==> config.mk <==
export PLATFORM = sky130hd
export DESIGN_NAME = alu_seq
export DESIGN_NICKNAME = d
export VERILOG_FILES = /design/src/rtl/alu_pkg.sv /design/src/rtl/seq_multiplier.sv /design/src/rtl/alu_seq.sv
export SDC_FILE = /design/constraint.sdc
export NUM_CORES = 1
export LEC_CHECK = 0
export ABC_AREA = 1
export CORE_MARGIN = 3
export CORE_UTILIZATION = 35
export CTS_CLUSTER_DIAMETER = 40
export CTS_CLUSTER_SIZE = 24
export DETAILED_ROUTE_END_ITERATION = 8
export HOLD_SLACK_MARGIN = 0.06
export SLEW_MARGIN = 20
export SYNTH_ARGS = -nofsm -noshare
export SYNTH_HDL_FRONTEND = slang
export SYNTH_SLANG_ARGS = --single-unit
==> constraint.sdc <==
create_clock -name clk_2 -period 3.44 [get_ports clk_2]
set_clock_uncertainty 0.15 [all_clocks]
set_input_delay 0.688 -clock clk_2 [delete_from_list [all_inputs] [get_ports clk_2]]
set_output_delay 0.688 -clock clk_2 [all_outputs]
set_load 0.1 [all_outputs]
==> src/rtl/alu_pkg.sv <==
// alu_pkg: shared types for the sequential ALU.
//   op_t    - 3-bit opcode encoding driven on F
//   state_t - control FSM states
//   flags_t - status flags written alongside every result
package alu_pkg;

    typedef enum logic [2:0] {
        OP_ADD = 3'b000,
        OP_SUB = 3'b001,
        OP_AND = 3'b010,
        OP_OR  = 3'b011,
        OP_XOR = 3'b100,
        OP_SHL = 3'b101,
        OP_SHR = 3'b110,
        OP_MUL = 3'b111
    } op_t;

    typedef enum logic [1:0] {
        IDLE = 2'd0,
        RUN  = 2'd1,
        DONE = 2'd2
    } state_t;

    typedef struct packed {
        logic zero;
        logic neg;
        logic carry;
        logic ovf;
    } flags_t;

endpackage

==> src/rtl/seq_multiplier.sv <==
// seq_multiplier: unsigned shift-add multiplier, one partial product per step.
// Ports:
//   clk_2   in   clock, rising edge
//   reset   in   synchronous active-high reset
//   load    in   capture A/B, clear accumulator and step counter
//   A, B    in   NBITS-wide unsigned operands
//   step    in   perform one shift-add step
//   product out  2*NBITS accumulator value *including* the current step
//   last    out  the current step is the final (NBITS-th) one
module seq_multiplier #(
    parameter int NBITS = 8
) (
    input  logic               clk_2,
    input  logic               reset,
    input  logic               load,
    input  logic [NBITS-1:0]   A,
    input  logic [NBITS-1:0]   B,
    input  logic               step,
    output logic [2*NBITS-1:0] product,
    output logic               last
);

    localparam int CW = (NBITS > 1) ? $clog2(NBITS) : 1;

    logic [2*NBITS-1:0] mcand_q;
    logic [NBITS-1:0]   mplier_q;
    logic [2*NBITS-1:0] acc_q;
    logic [2*NBITS-1:0] acc_d;
    logic [CW-1:0]      cnt_q;

    // Product is exposed pre-register so the controller can latch the final
    // value on the same edge that performs the last step.
    assign acc_d   = acc_q + (mplier_q[0] ? mcand_q : '0);
    assign product = acc_d;
    assign last    = (cnt_q == CW'(NBITS - 1));

    always_ff @(posedge clk_2) begin
        if (reset) begin
            mcand_q  <= '0;
            mplier_q <= '0;
            acc_q    <= '0;
            cnt_q    <= '0;
        end else if (load) begin
            mcand_q  <= {{NBITS{1'b0}}, A};
            mplier_q <= B;
            acc_q    <= '0;
            cnt_q    <= '0;
        end else if (step) begin
            acc_q    <= acc_d;
            mcand_q  <= mcand_q << 1;
            mplier_q <= mplier_q >> 1;
            cnt_q    <= cnt_q + 1'b1;
        end
    end

endmodule

==> src/rtl/alu_seq.sv <==
// alu_seq: registered ALU with start/busy/done handshake.
// Single-cycle ops complete one edge after start; MUL runs NBITS shift-add
// steps in seq_multiplier. result and flags hold until the next completion.
// Ports:
//   clk_2, reset            clock / synchronous active-high reset
//   start                   request, sampled only in IDLE
//   F                       opcode (op_t)
//   A, B                    operands; shifts use B[SHW-1:0]
//   result                  last completed result
//   zero, neg, carry, ovf   status flags of that result
//   busy                    state != IDLE
//   done                    one-cycle completion pulse
module alu_seq
    import alu_pkg::*;
#(
    parameter int NBITS = 8,
    parameter int SHW   = $clog2(NBITS)
) (
    input  logic             clk_2,
    input  logic             reset,
    input  logic             start,
    input  logic [2:0]       F,
    input  logic [NBITS-1:0] A,
    input  logic [NBITS-1:0] B,
    output logic [NBITS-1:0] result,
    output logic             zero,
    output logic             neg,
    output logic             carry,
    output logic             ovf,
    output logic             busy,
    output logic             done
);

    localparam int MSB = NBITS - 1;

    state_t             state_q, state_d;
    logic [NBITS-1:0]   result_q, result_d;
    flags_t             flags_q, flags_d;

    op_t                op;
    logic [NBITS:0]     sum, diff;
    logic [2*NBITS-1:0] shl_w, shr_w;
    logic [NBITS-1:0]   alu_res;
    logic               alu_c, alu_v;

    logic               mul_load, mul_step, mul_last;
    logic [2*NBITS-1:0] mul_prod;

    seq_multiplier #(.NBITS(NBITS)) u_mul (
        .clk_2   (clk_2),
        .reset   (reset),
        .load    (mul_load),
        .A       (A),
        .B       (B),
        .step    (mul_step),
        .product (mul_prod),
        .last    (mul_last)
    );

    assign op       = op_t'(F);
    assign mul_step = (state_q == RUN);

    // Single-cycle datapath. Shifts run in a double-width window so the last
    // bit shifted out lands at a fixed position (and is 0 for s==0).
    always_comb begin
        sum     = {1'b0, A} + {1'b0, B};
        diff    = {1'b0, A} - {1'b0, B};   // diff[NBITS] is the borrow
        shl_w   = {{NBITS{1'b0}}, A} << B[SHW-1:0];
        shr_w   = {A, {NBITS{1'b0}}} >> B[SHW-1:0];
        alu_res = '0;
        alu_c   = 1'b0;
        alu_v   = 1'b0;
        case (op)
            OP_ADD: begin
                alu_res = sum[NBITS-1:0];
                alu_c   = sum[NBITS];
                alu_v   = (A[MSB] == B[MSB]) && (sum[MSB] != A[MSB]);
            end
            OP_SUB: begin
                alu_res = diff[NBITS-1:0];
                alu_c   = diff[NBITS];
                alu_v   = (A[MSB] != B[MSB]) && (diff[MSB] != A[MSB]);
            end
            OP_AND: alu_res = A & B;
            OP_OR:  alu_res = A | B;
            OP_XOR: alu_res = A ^ B;
            OP_SHL: begin
                alu_res = shl_w[NBITS-1:0];
                alu_c   = shl_w[NBITS];
            end
            OP_SHR: begin
                alu_res = shr_w[2*NBITS-1:NBITS];
                alu_c   = shr_w[NBITS-1];
            end
            default: ;  // OP_MUL goes through the multiplier
        endcase
    end

    always_comb begin
        state_d  = state_q;
        result_d = result_q;
        flags_d  = flags_q;
        mul_load = 1'b0;
        case (state_q)
            IDLE: begin
                if (start) begin
                    if (op == OP_MUL) begin
                        mul_load = 1'b1;
                        state_d  = RUN;
                    end else begin
                        result_d = alu_res;
                        flags_d  = '{zero: ~|alu_res, neg: alu_res[MSB],
                                     carry: alu_c, ovf: alu_v};
                        state_d  = DONE;
                    end
                end
            end
            RUN: begin
                if (mul_last) begin
                    result_d = mul_prod[NBITS-1:0];
                    flags_d  = '{zero: ~|mul_prod[NBITS-1:0],
                                 neg: mul_prod[MSB], carry: 1'b0,
                                 ovf: |mul_prod[2*NBITS-1:NBITS]};
                    state_d  = DONE;
                end
            end
            DONE:    state_d = IDLE;
            default: state_d = IDLE;
        endcase
    end

    always_ff @(posedge clk_2) begin
        if (reset) begin
            state_q  <= IDLE;
            result_q <= '0;
            flags_q  <= '0;
        end else begin
            state_q  <= state_d;
            result_q <= result_d;
            flags_q  <= flags_d;
        end
    end

    assign result = result_q;
    assign zero   = flags_q.zero;
    assign neg    = flags_q.neg;
    assign carry  = flags_q.carry;
    assign ovf    = flags_q.ovf;
    assign busy   = (state_q != IDLE);
    assign done   = (state_q == DONE);

endmodule

==> results.env, run 1 <==
AVGVIACOUNTPERCELL=5.12
DRC=0
CORE_UM2=13500
FLOORPLAN.IO_PINS=36
DETAILED_PLACEMENT_WIRELENGTH_ESTIMATE_UM=11700
AREA_DELTA_SYNTH_FINAL_PCT=15.2
P_TOTAL_mW=1.88
CRITICAL_PATH.MAX_FANOUT=3
STATUS='finished, final reports clean'
SYN_INST=809
TIMING.CRITICAL_PATH.FROM_TYPE='input pin'
RRSETUPSLACK_NS=0.80
PLACE.GP.CONGESTION=0.944
HOLD_BUFFERS=0
DOMINANTREGCELLSYNTH='dfxtp_1'
REPORT.FINAL.SLEW_VIOL_COUNT=0
GRT_UTIL_ALL_LAYERS_PCT=18.2
GLOBAL_ROUTE.PEAK_USAGE_LAYER='met2'
CLKSINKCOUNT=56
SYNTH.FF_LATCH_COUNT=56
WORST-SLEW-PIN-TRANSITION_NS=0.843
GRTUSAGEMET2_PCT=29.3
CRIT_PATH_CELL_TRACE='clkdlybuf4s50_1 -> inv_1 -> ha_1 -> fa_1 -> nand3b_1 -> nand2_1 -> nor2_1 -> nand2_1 -> nor3_2 -> nand3_1 -> nor2_1 -> nand3_1 -> a21oi_1'
WORST_PATH_DOMINANT_CELL_FAMILY='simple AND/OR/NAND/NOR gates'
CRITICAL_PATH_ENDPOINT='zero'
SLEW-LIMIT-HEADROOM_PCT=43.7
MAXCAPVIOLATIONS=0
REPORT.FINAL.SETUP_VIOL=0
CRITPATHKIND='input pin to register'
SYNTH_TOP_FAMILY_BY_AREA='simple AND/OR/NAND/NOR gates'
INITIAL_UTILIZATION_PCT=36.6
DETAILEDROUTE.FIRSTPASSITERATIONCOUNT=5
MAX_CLOCK_FREQ_MHz=349
DRT-TOTAL-WL_UM=14600
FINALHOLDVIOLATIONS=0
POST_SYNTH_NUM_CELL_TYPES=38
MAX-VDD-IR-DROP_V=0.000199
GRT_SETUP_UNREPAIRED='no'
CTS-HTREE-LEVELS=2
WORST_PATH_CLK_SLEW_NS=0.07
CRIT_CELLS=13
CP_SLOWEST_CELL='clkdlybuf4s50_1'
WORST_PATH_LARGEST_CELL_DELAY_NS=0.51
FINAL_UTIL_PCT=42.1
WORST_R2R_PATH_DEPTH=6
PIN_COUNT_OF_THE_BIGGEST_NET_ENTERING_GLOBAL_ROUTING=25
DRT_ITER0_MARKERS=456
MUXSHAREOFSYNTHAREA_PCT=0
YOSYS_WARNING_TOTAL=0
LEAKAGEPOWER_nW=2.82
TIMING.CRITICAL_PATH.FROM='A[0]'
SYNTH_COMPOUND_GATE_AREA_SHARE_PCT=14.9
SYNTHESIS.AREA_PER_INSTANCE_UM2=6.11
TIMING.SETUP.TNS_NS=0
PATH_BUF_INV=2
SYNTH_SIMPLE_GATE_AREA_SHARE_PCT=37.8
TIMING.CRITICAL_PATH.REQUIRED_NS=3.51
GRT_OVERFLOW_TOTAL=0
NUMCTSBUFFERS=5
CRITPATHARRIVALTIME_NS=2.94
VIA_COUNT=5233
NUMBER_OF_ANTENNA_VIOLATIONS_AT_THE_FIRST_CHECK_IN_GLOBAL_ROUTING=0
GLOBAL_ROUTE.USAGE.MET1_PCT=25.8
SETUP.WORST_PATH.END_CLASS='register'
DETAIL_ROUTE.WL_PER_CELL_UM=14.2
DIE-HEIGHT_UM=125
WORSTHOLDPATHTYPE='register to register'
WORST_HOLD_SLACK_NS=0.313
PLACE.PORT_BUFFERS=35
P_PER_AREA_nW_PER_UM2=331
POSTCTSRESIZEDCELLS=0
SYNTH_SEQUENTIAL_AREA_RATIO_PCT=22.7
FP-ROW-COUNT=42
DIE_WIDTH_UM=125
CLOCK_TREE_FROM_TRITONCTS='yes'
REGTOREGSTARTPOINT='state_q[0]'
ASYNC_SR_FLOP_FRACTION_PCT=0
SYNTH_XOR_XNOR_AREA_SHARE_PCT=1.60
CTSROOTBUFFERMASTER='clkbuf_16'
GRT_PASS1_WL_UM=23800
GROUTE.LAYER.MET3.USAGE_PCT=2.19
SYNTH_FA_HA_AREA_SHARE_PCT=11.9
NUMBER_OF_ENABLE_TYPE_REGISTER_CELLS_IN_THE_SYNTHESIZED_NETLIST=0
TIMING.FINAL.CRIT_PERIOD_NS=2.87
SYNTH_FP_NETS=876
DRIVE_GT1_SHARE_PCT=8.63
POSTCTSSETUPREPAIRBUFS=0
NETLIST_AREA_UM2=4940
FINAL_ANTENNA_NET_COUNT=0
POST-ROUTE-PERIOD-UTIL_PCT=83.3
REG2REG_TO='u_mul.acc_q[12]'
CTS-ROOT-TO-SINK-BUFFERS=2
FIRST_GLOBAL_VIAS=4730
INSERTEDDIODECOUNT=0
FINAL_NET_COUNT=912
CLOCK_INSERTION_DELAY_WORST_SKEW_NS=0.29
DIEAREA_UM2=15600
## cells in the mapped netlist (2+ instances only)
| cell type | count | area share, % |
|---|---|---|
| a21o_1 | 3 | 0.46 |
| a21oi_1 | 58 | 5.9 |
| a31oi_1 | 20 | 2.5 |
| buf_2 | 16 | 1.6 |
| buf_4 | 5 | 0.76 |
| clkbuf_1 | 7 | 0.53 |
| dfxtp_1 | 56 | 23 |
| fa_1 | 3 | 1.2 |
| ha_1 | 42 | 11 |
| inv_1 | 94 | 7.1 |
| inv_2 | 9 | 0.68 |
| nand2_1 | 257 | 20 |
| nand3_1 | 87 | 8.8 |
| nand3_2 | 2 | 0.41 |
| nand3b_1 | 2 | 0.30 |
| nand4_1 | 11 | 1.4 |
| nor2_1 | 60 | 4.6 |
| nor2_2 | 5 | 0.63 |
| nor3_1 | 4 | 0.41 |
| nor3_2 | 2 | 0.41 |
| o2111ai_1 | 9 | 1.6 |
| o21a_1 | 5 | 0.76 |
| o21ai_0 | 16 | 1.6 |
| o21ai_1 | 8 | 0.81 |
| o21bai_1 | 4 | 0.61 |
| or2_2 | 5 | 0.63 |
| xor2_1 | 8 | 1.4 |
## cells in the final DEF (no fill, tap or decap), types with 4 or more instances in the layout
cell / n
a21oi_1: 58
a31oi_1: 20
buf_4: 38
clkbuf_16: 5
clkdlybuf4s50_1: 21
dfxtp_1: 56
ha_1: 42
inv_1: 94
inv_2: 9
nand2_1: 257
nand3_1: 87
nand4_1: 11
nor2_1: 60
nor2_2: 5
nor3_1: 4
o2111ai_1: 9
o21a_1: 5
o21ai_0: 16
o21ai_1: 8
o21bai_1: 4
or2_2: 5
xor2_1: 8
## worst register-to-register path, delay by kind of cell (launching register included)
kind                   cells  cell delay, ns
flip-flops                 1            0.45
AND/OR/NAND/NOR            2            0.70
buffers and inverters      3            1.19
AO/OA/AOI/OAI              1            0.11
## how the worst min path moves through the flow
stage,from,end,depth (start not counted)
6_report,u_mul.mcand_q[15],u_mul.mcand_q[15],2
5_1_grt,u_mul.mplier_q[1],u_mul.mplier_q[1],2
4_1_cts,u_mul.cnt_q[1],u_mul.cnt_q[1],2
3_5_place_dp,u_mul.mplier_q[7],u_mul.mplier_q[7],2
3_3_place_gp,u_mul.mplier_q[7],u_mul.mplier_q[7],2
2_1_floorplan,u_mul.mplier_q[7],u_mul.mplier_q[7],2
## where the power goes
part           internal [mW]  total [mW]  leakage, nW  switching (mW)
combinational          0.162       0.538         2.27           0.377
clock                  0.420       0.657       0.0944           0.237
sequential             0.669       0.687        0.454          0.0173
total                   1.25        1.88         2.82           0.631
## flip-flops by register name, indices dropped and copies added (netlist names)
signal	cells
u_mul.acc_q	16
u_mul.mcand_q	16
ovf	1
u_mul.cnt_q	3
zero	1
state_q	2
result	8
carry	1
u_mul.mplier_q	8
## cell families (layout without fill, tap and decap cells)
kind of cell	count (synthesis)	count (layout)
simple gates	439	439
buf+inv	134	171
compound gates	126	126
flops	56	56
fa+ha+maj	45	45
xor+xnor	9	9
## per-layer routing
layer | share of wire, % | wire [µm]
met5 | 0 | 0
met4 | 2.0 | 291
met3 | 5.3 | 778
met2 | 45 | 6570
met1 | 48 | 6920
## area by class of cell
class	instances	area (µm²)
clock buffers	5	125
inverters	104	390
well taps	176	220
clock inverters	3	68.8
repair buffers	59	495
multi-input cells	619	3270
flip-flops and latches	56	1120
fillers	1435	7820
## metrics by stage
| step | cells | cell area, µm² | worst slack, ns |
|---|---|---|---|
| global placement | 1014 | 5500 | 0.345 |
| CTS | 1022 | 5690 | 0.606 |
| global route | 1022 | 5690 | 0.401 |
| floorplan | 809 | 4940 | 0.912 |
| finish | 1022 | 5690 | 0.575 |
| detailed placement | 1014 | 5500 | 0.305 |
Note: power is estimated with default switching activity, not from simulation.
==> run 2, diff against run 1 <==
Clock period 3.44 ns to 2.7 ns, I/O delays scaled along.
==> results.env, run 2 (same netlist as run 1, synthesis figures left out) <==
FINAL_ANTENNA_NET_COUNT=0
CRITICAL_PATH.MAX_FANOUT=5
VIA_COUNT=5356
DRT-TOTAL-WL_UM=15300
WORST_PATH_LARGEST_CELL_DELAY_NS=0.49
DRC=0
REGAREA_UM2=1120
REPORT.FINAL.SETUP_VIOL=0
CP_SLOWEST_CELL='clkdlybuf4s50_1'
RRSETUPSLACK_NS=0.23
TIMING.CRITICAL_PATH.FROM_TYPE='input pin'
GRT_OVERFLOW_TOTAL=0
FIRST_GLOBAL_VIAS=5041
DRT_ITER0_MARKERS=528
CLOCK_TREE_FROM_TRITONCTS='yes'
NUMCTSBUFFERS=5
CTS-ROOT-TO-SINK-BUFFERS=2
POWER.NET_SWITCHING_uW=824
PATH_BUF_INV=3
DETAIL_ROUTE.WL_PER_CELL_UM=14.3
DIE-HEIGHT_UM=125
MOST-COMMON-LAYOUT-CELLS='nand2_1, inv_1, buf_4'
DETAILED_PLACEMENT_WIRELENGTH_ESTIMATE_UM=12500
FINALWORSTSETUPSLACK_NS=0.154
PIN_COUNT_OF_THE_BIGGEST_NET_ENTERING_GLOBAL_ROUTING=21
WORST-SLEW-PIN-TRANSITION_NS=0.596
SLEW-LIMIT-HEADROOM_PCT=60.2
FP-ROW-COUNT=42
DETAILEDROUTE.FIRSTPASSITERATIONCOUNT=5
CLKPWRFRAC_PCT=30.7
WORST_PATH_CLK_SLEW_NS=0.07
SHARE_SEQ_OF_TOTAL_POWER_PCT=36.5
HOLD_BUFFERS=0
CORE_UM2=13500
P_PER_AREA_nW_PER_UM2=391
P_TOTAL_mW=2.39
MAXCAPVIOLATIONS=0
INITIAL_UTILIZATION_PCT=36.6
DETAIL_ROUTE.WIRELENGTH.MET1_UM=7470
LAYOUT_TOP_REGISTERS='u_mul.acc_q (16), u_mul.mcand_q (16)'
PLACE.PORT_BUFFERS=35
DIEAREA_UM2=15600
MAX_CLOCK_FREQ_MHz=393
INTERNAL-POWER_mW=1.57
ROUTE.MET2.WL_UM=6920
WORST_HOLD_SLACK_NS=0.315
STATUS='finished, final reports clean'
GRT_PASS1_WL_UM=25100
DRIVE_GT1_SHARE_PCT=15.4
MAX-VDD-IR-DROP_V=0.000255
AREA_USED_BY_MULTI_INPUT_COMBINATIONAL_LOGIC_UM2=3310
CRITPATHARRIVALTIME_NS=2.63
TIMING.CRITICAL_PATH.REQUIRED_NS=2.78
TIMING.SETUP.TNS_NS=0
DP_CELLS=1066
PLACE.GP.CONGESTION=0.939
TOP_LAYER='met4'
LEAKAGEPOWER_nW=3.10
P_SW_SHARE_PCT=34.4
INSTANCES_NO_FILL=1076
FLOORPLAN.IO_PINS=36
FINALHOLDVIOLATIONS=0
NUMBER_OF_ANTENNA_VIOLATIONS_AT_THE_FIRST_CHECK_IN_GLOBAL_ROUTING=0
INSERTEDDIODECOUNT=0
PLACE_AREA_UM2=5900
REPORT.FINAL.SLEW_VIOL_COUNT=0
P_COMB_SHARE_PCT=32.9
WORSTHOLDPATHTYPE='register to register'
TIMING.FINAL.CRIT_PERIOD_NS=2.55
FINAL_AREA_UM2=6130
POST-ROUTE-PERIOD-UTIL_PCT=94.3
CTSROOTBUFFERMASTER='clkbuf_16'
FINAL_NET_COUNT=966
SETUP.WORST_PATH.END_CLASS='register'
FINAL_UTIL_PCT=45.4
WORST_PATH_DOMINANT_CELL_FAMILY='simple AND/OR/NAND/NOR gates'
CTS-HTREE-LEVELS=2
TIMING.CRITICAL_PATH.MODE_CELL='nand3_1'
CRIT_PATH_CELL_TRACE='clkdlybuf4s50_1 -> inv_1 -> ha_2 -> inv_1 -> a21oi_2 -> nand2_1 -> nand2_1 -> nand3_1 -> nand3_1 -> nand3_1 -> nor2_1 -> nand3_1 -> a21oi_2'
LAYOUT.FILLER_CELLS=1451
GRT_UTIL_ALL_LAYERS_PCT=19.3
WORST_SLACK_PLACED_NS=-0.328
AVGVIACOUNTPERCELL=4.98
MOSTFREQUENTLAYOUTCELL='nand2_1'
CRITPATHKIND='input pin to register'
CLKSINKCOUNT=56
AREA_DELTA_SYNTH_FINAL_PCT=24.1
DIE_WIDTH_UM=125
CLOCK_INSERTION_DELAY_WORST_SKEW_NS=0.29
WL_MET3_UM=579
[run 2: cell types whose count changed in the layout (fill, tap and decap cells not counted), moves of 3 or more]
cell             previous run  this run
clkdlybuf4s50_1            21        18
a21oi_1                    58        55
ha_1                       42        38
a21oi_2                     0         3
ha_2                        0         3
buf_4                      38        91
dlymetal6s2s_1              0         3
[run 2: cell type report]
type	instances	area share (%)
flip-flops and latches	56	18.3
multi-input cells	619	54.0
repair buffers	113	15.0
well taps	176	3.59
inverters	104	6.37
clock inverters	2	0.571
clock buffers	6	2.10
[run 2: power groups by stage]
| stage | sequential, mW | clock (mW) | combinational [mW] |
|---|---|---|---|
| finish | 0.873 | 0.734 | 0.787 |
| global route | 0.877 | 0.782 | 0.854 |
| CTS | 0.873 | 0.750 | 0.766 |
| detailed placement | 0.893 | 0 | 0.764 |
| global placement | 0.892 | 0 | 0.765 |
| floorplan | 0.999 | 0 | 0.366 |
[run 2: routing by layer]
metal  vias up  track usage [%]
met2       130             31.3
li1       2820                -
met5         -                0
met3        26             2.32
met4         0             6.64
met1      2380             26.6
[run 2: worst register-to-register path: stages (launching register included)]
cell     delay [ns]
dfxtp_4        0.39
nand2_1        0.08
inv_1          0.05
ha_1           0.20
fa_1           0.41
nand3_1        0.09
nand2_1        0.08
nand2_1        0.06
nand2_1        0.09
inv_1          0.09
nor2_1         0.04
nor2_1         0.08
nand2_1        0.05
nand2_1        0.09
nand2_1        0.06
nor2_1         0.11
nand3_2        0.13
nand2_1        0.09
inv_1          0.04
[run 2: what timing repair did]
item	CTS	global route
pin swaps	0	4
resized for setup	1	17
endpoints found under the hold margin	0	0
endpoints found under the setup margin	1	7
setup buffers	0	2
[run 2: final timing paths]
| kind | from | end | cells past startpoint |
|---|---|---|---|
| worst max-delay path | B[3] | zero | 13 |
| worst min-delay path | u_mul.cnt_q[1] | u_mul.cnt_q[1] | 2 |
| worst max register to register | u_mul.mplier_q[0] | ovf | 18 |
| worst min register to register | u_mul.cnt_q[1] | u_mul.cnt_q[1] | 2 |
==> run 3, diff against run 2 <==
Settings changed: ABC_AREA 1 to default, CELL_PAD_IN_SITES_DETAIL_PLACEMENT from default to 1, CELL_PAD_IN_SITES_GLOBAL_PLACEMENT from default to 1, PLACE_DENSITY_LB_ADDON from default to 0.1.
Clock period 2.7 ns to 2.83 ns, I/O delays scaled along.
==> results.env, run 3 <==
POST-SYNTH-TOP-COUNT-CELL='nand2_1'
REPORT.FINAL.SLEW_VIOL_COUNT=0
SYNTH_SEQUENTIAL_AREA_RATIO_PCT=23.0
REPORT.FINAL.SETUP_VIOL=2
VIA_COUNT=5379
CTSROOTBUFFERMASTER='clkbuf_16'
NETLIST_AREA_UM2=4880
GRT_OVERFLOW_TOTAL=0
FINAL_NET_COUNT=857
CORE_UM2=13500
CRITICAL_PATH.MAX_FANOUT=7
SYN_INST=627
TIMING.CRITICAL_PATH.FROM_TYPE='register'
NUMBER_OF_ENABLE_TYPE_REGISTER_CELLS_IN_THE_SYNTHESIZED_NETLIST=0
P_TOTAL_mW=2.36
INITIAL_UTILIZATION_PCT=36.3
CRITPATHARRIVALTIME_NS=2.92
YOSYS_WARNING_TOTAL=0
SLEW-LIMIT-HEADROOM_PCT=62.3
SYNTH_FP_NETS=694
DIE_WIDTH_UM=124
MOST-COMMON-LAYOUT-CELLS='buf_4, nand2_1, a21oi_1'
MAX_CLOCK_FREQ_MHz=347
SETUP.WORST_PATH.END_CLASS='register'
SYNTHTOPCELLSBYAREA='dfxtp_1, ha_1, nand2_1'
GRT_SETUP_UNREPAIRED='yes'
FINALHOLDVIOLATIONS=0
MAX-VDD-IR-DROP_V=0.000243
FP-ROW-COUNT=42
CRIT_PATH_CELL_TRACE='buf_6 -> and2_4 -> ha_4 -> and3_4 -> a221o_1 -> a31oi_4 -> xnor2_2 -> or4_4 -> nor3_4 -> a31oi_1'
CLKSINKCOUNT=56
PIN_COUNT_OF_THE_BIGGEST_NET_ENTERING_GLOBAL_ROUTING=48
WORSTHOLDPATHTYPE='register to register'
CTS-ROOT-TO-SINK-BUFFERS=2
SYNTHESIS.AREA_PER_INSTANCE_UM2=7.78
INSERTEDDIODECOUNT=0
FINAL_ANTENNA_NET_COUNT=0
NUMCTSBUFFERS=5
DRT-TOTAL-WL_UM=19800
AVGVIACOUNTPERCELL=5.56
GRT_UTIL_ALL_LAYERS_PCT=25.2
MOSTFREQUENTLAYOUTCELL='buf_4'
FLOORPLAN.IO_PINS=36
P_PER_AREA_nW_PER_UM2=331
DIEAREA_UM2=15400
DOMINANTREGCELLSYNTH='dfxtp_1'
AREA_DELTA_SYNTH_FINAL_PCT=45.9
TIMING.FINAL.CRIT_PERIOD_NS=2.88
WORST_PATH_DOMINANT_CELL_FAMILY='simple AND/OR/NAND/NOR gates'
WORST_SLACK_PLACED_NS=-0.751
LAYOUT.FILLER_CELLS=1642
DETAILEDROUTE.FIRSTPASSITERATIONCOUNT=4
TIMING.CRITICAL_PATH.REQUIRED_NS=2.87
FINALWORSTSETUPSLACK_NS=-0.0504
FINAL_UTIL_PCT=52.9
YOSYS.AREA.TOP_TYPE='dfxtp_1'
STATUS='complete, but fails checks'
PLACE.GP.CONGESTION=0.926
POST-ROUTE-PERIOD-UTIL_PCT=102
ASYNC_SR_FLOP_FRACTION_PCT=0
DIE-HEIGHT_UM=124
SYNTH.FF_LATCH_COUNT=56
NUMBER_OF_ANTENNA_VIOLATIONS_AT_THE_FIRST_CHECK_IN_GLOBAL_ROUTING=0
PLACE.PORT_BUFFERS=35
WORST-SLEW-PIN-TRANSITION_NS=0.565
FAILED_CHECKS='negative setup slack'
FIRST_GLOBAL_VIAS=5525
DETAIL_ROUTE.WL_PER_CELL_UM=20.5
CTS-HTREE-LEVELS=2
LEAKAGEPOWER_nW=3.03
DRT_ITER0_MARKERS=419
DRC=0
POST_SYNTH_MOST_FREQUENT_CELLS='nand2_1, a21oi_1, dfxtp_1'
DETAILED_PLACEMENT_WIRELENGTH_ESTIMATE_UM=14900
CLOCK_INSERTION_DELAY_WORST_SKEW_NS=0.31
PATH_BUF_INV=1
POST_SYNTH_NUM_CELL_TYPES=72
CRITPATHKIND='register to register'
WORST_PATH_CLK_SLEW_NS=0.08
CP_SLOWEST_CELL='or4_4'
MAXCAPVIOLATIONS=0
DRIVE_GT1_SHARE_PCT=36.2
CLOCK_TREE_FROM_TRITONCTS='yes'
LAYOUT_TOP_REGISTERS='u_mul.acc_q (16), u_mul.mcand_q (16)'
WORST_PATH_LARGEST_CELL_DELAY_NS=0.57
SYNTH.TOP_CELL.AREA_SHARE_PCT=23.0
GRT_PASS1_WL_UM=30000
## run 3: cell types whose count changed after synthesis, moves of 19 or more
cell,change
inv_1,-67
a31oi_1,-19
nand2_1,-166
clkbuf_1,+21
nand3_1,-73
nor2_1,-19
## run 3: kinds of logic after synthesis
logic type                 count (synthesis)  synth area share [%]
xor gates and xnor gates                  20                  3.59
buffers and inverters                     69                  5.77
DFF                                       56                  23.0
AOI/OAI and AO/OA                        178                  25.3
muxes                                     21                  6.13
adders and majority gates                 45                  12.0
and+or+nand+nor                          238                  24.2
## run 3: what timing repair did
action,in CTS,in global routing
setup endpoints to repair,13,10
hold buffers,0,0
pin swaps,22,32
gates cloned,1,0
buffers inserted,7,8
resized for setup,69,53
## run 3: worst reg2reg max path, delay by kind of cell (launching register included)
| family | cells | cell delay, ns |
|---|---|---|
| AO/OA/AOI/OAI | 3 | 0.70 |
| XOR/XNOR | 1 | 0.12 |
| adder cells (fa/ha/maj) | 1 | 0.24 |
| buffers and inverters | 1 | 0.14 |
| flip-flops | 1 | 0.38 |
| AND/OR/NAND/NOR | 4 | 1.05 |
## run 3: where the power goes
group | leakage (nW) | switching (mW) | internal, mW
combinational | 2.51 | 0.502 | 0.370
clock | 0.0742 | 0.326 | 0.333
sequential | 0.454 | 0.0162 | 0.809
total | 3.03 | 0.845 | 1.51
## run 3: per-layer routing
metal	vias to the layer above	global-route usage, %	wire length (µm)
li1	2597	-	-
met1	2672	36.4	9690
met2	96	39.5	9110
met3	14	5.18	847
met4	0	3.90	193
met5	-	0	0
## run 3: path summary, 6_finish.rpt
kind                     start   endpoint  slack, ns  depth (start not counted)
min                  result[1]  result[1]       0.31                          2
max          u_mul.mplier_q[0]        ovf      -0.05                         10
max reg2reg  u_mul.mplier_q[0]        ovf      -0.05                         10
min reg2reg          result[1]  result[1]       0.31                          2
## run 3: cell type report
type / count / area [µm²] / share of cell area [%]
clock inverter: 3 / 22.5 / 0.317
multi-input combinational: 502 / 3980 / 56.0
tap: 176 / 220 / 3.09
inverter: 28 / 105 / 1.48
sequential: 56 / 1120 / 15.8
timing repair buffer: 197 / 1540 / 21.6
clock buffer: 5 / 125 / 1.76
## run 3: per-stage QoR
| step | area, µm² | setup TNS (ns) | hold slack [ns] | std cells |
|---|---|---|---|---|
| 2_1_floorplan | 4890 | -0.0355 | 0.286 | 627 |
| 3_3_place_gp | 6370 | -4.80 | 0.291 | 945 |
| 3_5_place_dp | 6370 | -5.76 | 0.301 | 945 |
| 4_1_cts | 6800 | -0.101 | 0.310 | 959 |
| 5_1_grt | 7120 | -0.401 | 0.325 | 967 |
| 6_report | 7120 | -0.0998 | 0.308 | 967 |
